`config.mk`:
```
export PLATFORM = sky130hd
export DESIGN_NAME = vga_timing_gen
export DESIGN_NICKNAME = d
export VERILOG_FILES = /design/src/rtl/vga_pkg.sv /design/src/rtl/vga_axis_counter.sv /design/src/rtl/vga_timing_gen.sv
export SDC_FILE = /design/constraint.sdc
export NUM_CORES = 1
export LEC_CHECK = 0
export CAP_MARGIN = 20
export CORE_MARGIN = 5
export CORE_UTILIZATION = 40
export DETAILED_ROUTE_END_ITERATION = 10
export HOLD_SLACK_MARGIN = 0.03
export PLACE_DENSITY = 0.62
export SLEW_MARGIN = 0
export SYNTH_ARGS = -nofsm -noshare
export SYNTH_HDL_FRONTEND = slang
export SYNTH_HIERARCHICAL = 1
export SYNTH_SLANG_ARGS = --single-unit
```
`constraint.sdc`:
```
create_clock -name clk -period 2.01 [get_ports clk]
set_clock_uncertainty 0.1 [all_clocks]
set_input_delay 0.201 -clock clk [delete_from_list [all_inputs] [get_ports clk]]
set_output_delay 0.201 -clock clk [all_outputs]
set_load 0.02 [all_outputs]
```
`src/rtl/vga_pkg.sv`:
```
// Shared VGA timing constants (640x480@60 defaults) and the line/frame total helper.
package vga_pkg;

  localparam int unsigned CNT_W     = 10;
  localparam int unsigned MAX_TOTAL = 1024;

  localparam int unsigned DEF_H_ACTIVE = 640;
  localparam int unsigned DEF_H_FP     = 16;
  localparam int unsigned DEF_H_SYNC   = 96;
  localparam int unsigned DEF_H_BP     = 48;
  localparam int unsigned DEF_V_ACTIVE = 480;
  localparam int unsigned DEF_V_FP     = 10;
  localparam int unsigned DEF_V_SYNC   = 2;
  localparam int unsigned DEF_V_BP     = 33;

  function automatic int unsigned axis_total(input int unsigned active,
                                             input int unsigned fp,
                                             input int unsigned sync,
                                             input int unsigned bp);
    return active + fp + sync + bp;
  endfunction

  localparam int unsigned DEF_H_TOTAL =
    axis_total(DEF_H_ACTIVE, DEF_H_FP, DEF_H_SYNC, DEF_H_BP);
  localparam int unsigned DEF_V_TOTAL =
    axis_total(DEF_V_ACTIVE, DEF_V_FP, DEF_V_SYNC, DEF_V_BP);

endpackage

```
`src/rtl/vga_axis_counter.sv`:
```
// Modulo-N position counter for one display axis; wrap flags the increment that returns to 0.
module vga_axis_counter
  import vga_pkg::*;
#(
  parameter int unsigned MODULUS = DEF_H_TOTAL
) (
  input  logic             clk,
  input  logic             rst,
  input  logic             inc,
  output logic [CNT_W-1:0] count,
  output logic             wrap
);

  localparam logic [CNT_W-1:0] LAST = CNT_W'(MODULUS - 1);

  assign wrap = inc && (count == LAST);

  always_ff @(posedge clk) begin
    if (rst) begin
      count <= '0;
    end else if (inc) begin
      count <= wrap ? '0 : count + CNT_W'(1);
    end
  end

endmodule

```
`src/rtl/vga_timing_gen.sv`:
```
// VGA sync/display-enable generator: registered outputs decoded from the current
// (pre-increment) horizontal/vertical position, advancing one pixel per ce.
module vga_timing_gen
  import vga_pkg::*;
#(
  parameter int unsigned H_ACTIVE = DEF_H_ACTIVE,
  parameter int unsigned H_FP     = DEF_H_FP,
  parameter int unsigned H_SYNC   = DEF_H_SYNC,
  parameter int unsigned H_BP     = DEF_H_BP,
  parameter int unsigned V_ACTIVE = DEF_V_ACTIVE,
  parameter int unsigned V_FP     = DEF_V_FP,
  parameter int unsigned V_SYNC   = DEF_V_SYNC,
  parameter int unsigned V_BP     = DEF_V_BP,
  parameter bit          HS_POL   = 1'b0,
  parameter bit          VS_POL   = 1'b0
) (
  input  logic             clk,
  input  logic             rst,
  input  logic             ce,
  output logic             hsync,
  output logic             vsync,
  output logic             de,
  output logic [CNT_W-1:0] x,
  output logic [CNT_W-1:0] y,
  output logic             line_start,
  output logic             frame_start
);

  localparam int unsigned H_TOTAL = axis_total(H_ACTIVE, H_FP, H_SYNC, H_BP);
  localparam int unsigned V_TOTAL = axis_total(V_ACTIVE, V_FP, V_SYNC, V_BP);

  generate
    if (H_TOTAL > MAX_TOTAL || V_TOTAL > MAX_TOTAL) begin : g_bad_timing
      $error("vga_timing_gen: H_TOTAL/V_TOTAL exceed 1024");
    end
  endgenerate

  // One extra bit so sync end positions equal to 1024 still compare correctly.
  localparam int unsigned EW = CNT_W + 1;
  localparam logic [EW-1:0] H_VIS  = EW'(H_ACTIVE);
  localparam logic [EW-1:0] HS_BEG = EW'(H_ACTIVE + H_FP);
  localparam logic [EW-1:0] HS_END = EW'(H_ACTIVE + H_FP + H_SYNC);
  localparam logic [EW-1:0] V_VIS  = EW'(V_ACTIVE);
  localparam logic [EW-1:0] VS_BEG = EW'(V_ACTIVE + V_FP);
  localparam logic [EW-1:0] VS_END = EW'(V_ACTIVE + V_FP + V_SYNC);

  logic [CNT_W-1:0] hcnt;
  logic [CNT_W-1:0] vcnt;
  logic             h_wrap;
  logic             v_wrap;
  logic [EW-1:0]    hx;
  logic [EW-1:0]    vx;
  logic             in_hs;
  logic             in_vs;
  logic             vis;

  vga_axis_counter #(.MODULUS(H_TOTAL)) u_hcnt (
    .clk   (clk),
    .rst   (rst),
    .inc   (ce),
    .count (hcnt),
    .wrap  (h_wrap)
  );

  vga_axis_counter #(.MODULUS(V_TOTAL)) u_vcnt (
    .clk   (clk),
    .rst   (rst),
    .inc   (h_wrap),
    .count (vcnt),
    .wrap  (v_wrap)
  );

  a_frame_wrap_on_line_wrap: assert property (@(posedge clk) disable iff (rst)
    v_wrap |-> h_wrap);

  always_comb begin
    hx    = {1'b0, hcnt};
    vx    = {1'b0, vcnt};
    in_hs = (hx >= HS_BEG) && (hx < HS_END);
    in_vs = (vx >= VS_BEG) && (vx < VS_END);
    vis   = (hx < H_VIS) && (vx < V_VIS);
  end

  // Pulses clear every clk; level outputs only move on ce.
  always_ff @(posedge clk) begin
    if (rst) begin
      hsync       <= ~HS_POL;
      vsync       <= ~VS_POL;
      de          <= 1'b0;
      x           <= '0;
      y           <= '0;
      line_start  <= 1'b0;
      frame_start <= 1'b0;
    end else begin
      line_start  <= 1'b0;
      frame_start <= 1'b0;
      if (ce) begin
        hsync       <= in_hs ? HS_POL : ~HS_POL;
        vsync       <= in_vs ? VS_POL : ~VS_POL;
        de          <= vis;
        x           <= vis ? hcnt : '0;
        y           <= vis ? vcnt : '0;
        line_start  <= (hcnt == '0);
        frame_start <= (hcnt == '0) && (vcnt == '0);
      end
    end
  end

endmodule

```
### Yosys cells after proc, flatten, opt, wreduce, memory -nomap -nowiden

Index checks and enable logic that the tools add are counted.
W data, S select, Z words.

| word-level totals | value |
|---|---|
| register bits after elaboration | 45 |
| word-level logic and storage cells | 35 |

| cells by class | value |
|---|---|
| add/sub/neg operators | 2 |
| magnitude comparators | 6 |
| equality and inequality tests | 2 |
| muxes and demuxes | 6 |
| bitwise operators | 1 |
| reduce and logical (&&, ||, !) cells | 9 |

Operators by type and width:

| cell | number |
|---|---|
| $mux W10 | 4 |
| $add A10 B1 Y10 const B | 2 |
| $eq A10 B10 Y1 const B | 2 |
| $logic_not A10 Y1 | 2 |
| $lt A10 B10 Y1 const B | 2 |
| $lt A10 B9 Y1 const B | 2 |
| $ge A10 B10 Y1 const B | 1 |
| $ge A10 B9 Y1 const B | 1 |
| $logic_and A1 B1 Y1 | 6 |
| $mux W1 | 2 |
| $reduce_or A2 Y1 | 1 |
| $not A1 Y1 | 1 |

### Logic depth before layout (Yosys ltp)

Gate-level depths: netlist of the first run.

| logic depth | value |
|---|---|
| depth after elaboration | 4 |
| depth in mapped cells | 8 |

### Hierarchy

The synthesis of the first run kept the hierarchy.

By module, submodules not included:

| module | instances | cells an instance | area an instance (sq um) |
|---|---|---|---|
| vga_timing_gen | 1 | 120 | 1101.1 |
| vga_axis_counter at u_hcnt | 1 | 56 | 506.7 |
| vga_axis_counter at u_vcnt | 1 | 56 | 503.0 |

### Worst setup path after synthesis of the first run

OpenSTA, ideal clock, no wires.

| timing path | value |
|---|---|
| kind | register to register |
| from | register u_hcnt.count[0] |
| to | register u_vcnt.count[9] |
| arrival time | 1684 ps |
| data required time | 1795 ps |
| path slack | 111 ps |
| stages on the path, launching flop included | 9 |
| period minus slack after synthesis | 1899 ps |
| path through | dfxtp_1 > ha_1 > nand3_2 > nor3_1 > buf_4 > nand3_2 > nor4_4 > xnor2_1 > nor2_2 |

| on the way | value |
|---|---|
| longest elaborated chain between the ends | 4 |

Ends and longest elaborated chain:

| item | RTL line | text |
|---|---|---|
| start: declaration | vga_axis_counter.sv:10 | `output logic [CNT_W-1:0] count,` |
| start signal: assignment | vga_axis_counter.sv:22 | `count <= wrap ? '0 : count + CNT_W'(1);` |
| $eq A10 B10 Y1 * | vga_axis_counter.sv:16 | `assign wrap = inc && (count == LAST);` |
| $logic_and A1 B1 Y1 * | vga_axis_counter.sv:16 |  |
| named net h_wrap | vga_timing_gen.sv:49 | `logic h_wrap;` |
| $logic_and A1 B1 Y1 | vga_axis_counter.sv:16 |  |
| $mux W10 | vga_axis_counter.sv:22 |  |
| end signal: assignment | vga_axis_counter.sv:22 |  |
| end: declaration | vga_axis_counter.sv:10 |  |

The timed path passes the listed nets; every way through them passes the cells marked *.
A chain may end at the register's enable or synchronous reset.

### Final worst setup path of the first run

| timing path | value |
|---|---|
| from | register u_hcnt.count[5] |
| to | register u_vcnt.count[2] |

Same word-level chain as after synthesis.

==> flow_summary.yaml, run 1 <==
run_status:
  status: "finished, final reports clean"
floorplan:
  die_area_um2: 6819
  start_util: 0.4125
  rows: 26
  core_um2: 5107
  fp.dieH_um: 82.58
  ios: 28
  fp.dieW_um: 82.58
worst_setup_path:
  worstSetupPathType: "flip-flop to flip-flop"
  cp_slowest_cell: "or3_4"
  worstPathMaxFanout: 9
  reg2reg_depth: 7
  cp-startpoint: "u_hcnt/count[5]"
  critPathBufInv: 1
  required_ns: 2.09
  crit_chain: "or3_4 > nor3_1 > buf_4 > and3_2 > nand3_1 > nand2b_2 > nor2_1"
  endpoint: "u_vcnt/count[2]"
  rrSetupSlack_ns: 0.12
  crit_cells: 7
  cp.arrival_ns: 1.97
  slowest_delay_ns: 0.42
  cp-start-kind: "flip-flop"
  reg2reg_to: "u_vcnt/count[2]"
  rr_startpoint: "u_hcnt/count[5]"
  path_delay_family: "simple AND/OR/NAND/NOR gates"
  cp-end-kind: "flip-flop"
clocking:
  clock_sinks: 45
  cts_hold_buf: 0
  root_buffer: "clkbuf_8"
  cts_tree: "done"
  path_clk_slew_ns: 0.08
  cts_setup_buffers: 0
  cts_buffers: 5
  insertion_delay_ns: 0.29
  cts.path.max_buffers: 2
  htree_num_levels: 2
  post_cts_resized: 0
cells_and_area:
  area_growth_pct: 25.00
  drive_gt1_frac: 0.1413
  final_cell_mix: "dfxtp_1 (45), clkdlybuf4s50_1 (27), inv_1 (25), o32ai_1 (20), nand3b_1 (18)"
  final_common_cell: "dfxtp_1"
  diodes: 0
  postLayoutCoreUtil: 0.5157
  final_nets: 275
  final_area_um2: 2634
timing:
  rsz0062_at_grt: "no"
  worst_pin_slew_ns: 0.6532
  slew_headroom: 0.5644
  final_hold_viol_count: 0
  fmax_mhz: 529.8
  slew_violations: 0
  setup_viol: 0
  period_minus_slack_ns: 1.887
  post-route-period-util: 0.9390
  whs_ns: 0.3712
  tns_ns: 0
global_routing:
  grt_pass1_vias: 1610
  antenna_found_initial: 0
  grt_max_degree: 47
  overflow: 0
  grtUsageTotal: 0.1472
  grt_pass1_wl_mm: 7.741
power_and_ir_drop:
  vdd_drop_max_mv: 0.2663
  power_w: 0.001554
  power_density_nw_per_um2: 589.9
  leakage_nw: 0.8645
detailed_routing:
  routed_wl_mm: 4.544
  drtIter0Drc: 55
  ant_nets: 0
  drt_drc_violations_left: 0
  drt_pass1_iterations: 4
  routedWlPerCell_um: 13.40
  via_per_inst: 5.375
  num_vias: 1822
placement:
  placed_area_um2: 2547
  routabilityCongestion: 0.8307
  dp_hpwl_mm: 3.220
  port_buffers: 27
yosys:
  yosys_warnings: 6
  syn_area_um2: 2107
  synthesis.nets: 237
  avgSynthCellArea_um2: 9.121
  synth_cells: 231
job:
  drv_cap: 0
min_path:
  min_path_type: "flip-flop to flip-flop"
-- power by group --
part	switching (W)	internal, W
clock network	0.000276	0.000273
registers	0.00000378	0.000899
logic	0.0000579	0.0000441
-- final cells by class --
cell class | count | area (um2)
Multi-Input combinational cell | 148 | 1055
Sequential cell | 45 | 900.9
Inverter | 25 | 93.84
Clock buffer | 7 | 86.33
Tap cell | 70 | 87.58
Fill cell | 506 | 2474
Timing Repair Buffer | 44 | 410.4
-- how the worst min path moves through the flow --
| stage | start | endpoint | slack [ns] | depth (start not counted) |
|---|---|---|---|---|
| 2_1_floorplan | rst | u_hcnt/count[0] | 0.17 | 1 |
| 3_3_place_gp | x[1] | x[1] | 0.36 | 2 |
| 3_5_place_dp | y[7] | y[7] | 0.36 | 2 |
| 4_1_cts | y[7] | y[7] | 0.38 | 2 |
| 5_1_grt | x[4] | x[4] | 0.39 | 2 |
| 6_report | x[1] | x[1] | 0.37 | 2 |
-- flip-flops by register name (all words and copies together) (netlist names) --
signal	flops
hsync	1
u_hcnt/count	10
x	10
line_start	1
frame_start	1
vsync	1
de	1
u_vcnt/count	10
y	10
-- worst reg2reg max path: stages, from the launching register on --
cell	delay, ns
dfxtp_1	0.32
or3_4	0.42
nor3_1	0.18
buf_4	0.18
and3_2	0.20
nand3_1	0.12
nand2b_2	0.19
nor2_1	0.07
-- layer usage --
layer,global-route usage,vias up,routed length [um]
li1,-,919,-
met1,0.2045,867,2273
met2,0.2244,31,2036
met3,0.03362,5,186
met4,0.04902,0,48
met5,0,-,0
-- through the flow --
step,setup WS (ns),std cells
global route,0.001964,339
finish,0.1225,339
CTS,0.1047,339
detailed placement,0.04186,332
global placement,0.06992,332
floorplan,0.1111,231
Note: power is estimated with default switching activity, not from simulation.
==> run 2, diff against run 1 <==
--- a/config.mk
+++ b/config.mk
@@ -9,6 +9,7 @@
 export CORE_MARGIN = 5
 export CORE_UTILIZATION = 40
 export DETAILED_ROUTE_END_ITERATION = 10
+export GPL_TIMING_DRIVEN = 0
 export HOLD_SLACK_MARGIN = 0.03
 export PLACE_DENSITY = 0.62
 export SLEW_MARGIN = 0
==> run 2 against run 1 <==
Worst hold slack lost 0.23 ns. Sequential cell count is the same. Cell count shrank 0.59%. First-iteration DRC count grew 87%. Clock power grew 13%. Total power grew 4.5%. Sequential share of layout area grew 0.71 points.
==> flow_summary.yaml, run 2 (synthesis gave the netlist of run 1 again) <==
run_status:
  status: "finished, final reports clean"
worst_setup_path:
  cp-start-kind: "flip-flop"
  cp-startpoint: "u_hcnt/count[5]"
  required_ns: 2.11
  cp-end-kind: "flip-flop"
  cp.arrival_ns: 2.02
  rrSetupSlack_ns: 0.09
  rr_startpoint: "u_hcnt/count[5]"
  reg2reg_depth: 7
  reg2reg_to: "u_vcnt/count[9]"
  worstSetupPathType: "flip-flop to flip-flop"
  worstPathMaxFanout: 9
cells_and_area:
  final_nets: 272
  diodes: 0
  final_area_um2: 2620
  multiInputGateArea_um2: 1090
  regArea_um2: 914.6
  drive_gt1_frac: 0.1573
  area_growth_pct: 24.35
  final_cell_mix: "dfxtp_1 (36), clkdlybuf4s50_1 (26), inv_1 (25), o32ai_1 (20), nand3b_1 (18)"
  fillers: 506
  final_common_cell: "dfxtp_1"
detailed_routing:
  drtIter0Drc: 103
  routed_wl_mm: 4.724
  via_per_inst: 5.312
  ant_nets: 0
  drt_drc_violations_left: 0
  routedWlPerCell_um: 14.02
  num_vias: 1790
  drt_pass1_iterations: 4
floorplan:
  die_area_um2: 6819
  rows: 26
  core_um2: 5107
  start_util: 0.4125
  ios: 28
  fp.dieW_um: 82.58
  fp.dieH_um: 82.58
timing:
  worst_pin_slew_ns: 0.4703
  final_hold_viol_count: 0
  slew_violations: 0
  fmax_mhz: 521.2
  period_minus_slack_ns: 1.919
  rsz0062_at_grt: "no"
  setup_viol: 0
  layout_setup_ws_ns: 0.09144
  slew_headroom: 0.6864
  post-route-period-util: 0.9545
  whs_ns: 0.1423
clocking:
  cts_hold_buf: 0
  cts_tree: "done"
  path_clk_slew_ns: 0.08
  clock_sinks: 45
  insertion_delay_ns: 0.30
  cts.path.max_buffers: 2
  htree_num_levels: 2
  cts_buffers: 5
  root_buffer: "clkbuf_8"
power_and_ir_drop:
  leakage_nw: 0.8267
  vdd_drop_max_mv: 0.3052
  power_w: 0.001624
  power_density_nw_per_um2: 619.7
min_path:
  min_path_type: "input pin to flip-flop"
  hp-start: "ce"
  holdPathEnd: "x[9]"
  hold_depth: 2
global_routing:
  grt_pass1_wl_mm: 7.748
  grt_max_degree: 14
  grtUsageTotal: 0.1468
  grt_pass1_vias: 1586
  antenna_found_initial: 0
  overflow: 0
placement:
  placed_area_um2: 2455
  dp_hpwl_mm: 3.302
  pre_cts_ws_ns: -0.1576
  port_buffers: 26
  routabilityCongestion: 0.7877
job:
  drv_cap: 0
==> run 2: timing repair <==
action / in CTS / in global routing
buffers inserted: 0 / 2
endpoints found under the hold margin: 0 / 0
gates resized for setup: 7 / 9
pin swaps: 0 / 2
setup endpoints to repair: 10 / 10
==> run 2: through the flow <==
stage / setup TNS [ns] / cells / utilization
3_3_place_gp: -2.550 / 327 / 0.4806
4_1_cts: 0 / 335 / 0.5051
6_report: 0 / 337 / 0.5130
5_1_grt: 0 / 337 / 0.5130
2_1_floorplan: 0 / 231 / -
3_5_place_dp: -2.566 / 327 / 0.4806
==> run 2: worst max path at each step <==
stage | slack [ns] | to
after global placement | -0.13 | u_vcnt/count[2]
final | 0.09 | u_vcnt/count[9]
after detailed placement | -0.16 | u_vcnt/count[2]
after global routing | 0.000004 | u_vcnt/count[9]
after CTS | 0.001 | u_vcnt/count[2]
after floorplan | 0.11 | u_vcnt/count[9]
==> run 2: layout make-up <==
cell class                 instances  area share
tap                               70     0.03343
clock inverter                     1    0.001910
multi-input combinational        148      0.4160
inverter                          25     0.03582
sequential                        45      0.3491
clock buffer                       7     0.03677
timing repair buffer              28      0.1051
buffer                            13     0.02197
==> run 2: power by group <==
group	leakage [nW]	switching [W]	internal, W	total, W
clock network	0.0542	0.000310	0.000311	0.000621
registers	0.368	0.00000864	0.000899	0.000907
logic	0.404	0.0000569	0.0000381	0.0000950
==> run 2: per-layer routing <==
layer / GRT usage / vias up / routed length, um
met5: 0 / - / 0
met4: 0.05882 / 0 / 82
met3: 0.02928 / 5 / 239
met2: 0.2171 / 43 / 2086
met1: 0.2077 / 837 / 2315
li1: - / 905 / -
==> run 2: worst max-delay path, cell delays in order, from the launching register on <==
cell and delay, ns:
dfxtp_4 0.38, or3_4 0.43, nor3_2 0.16, buf_4 0.17
nand3_2 0.10, nor4_4 0.27, xnor2_1 0.16, nor2_2 0.04
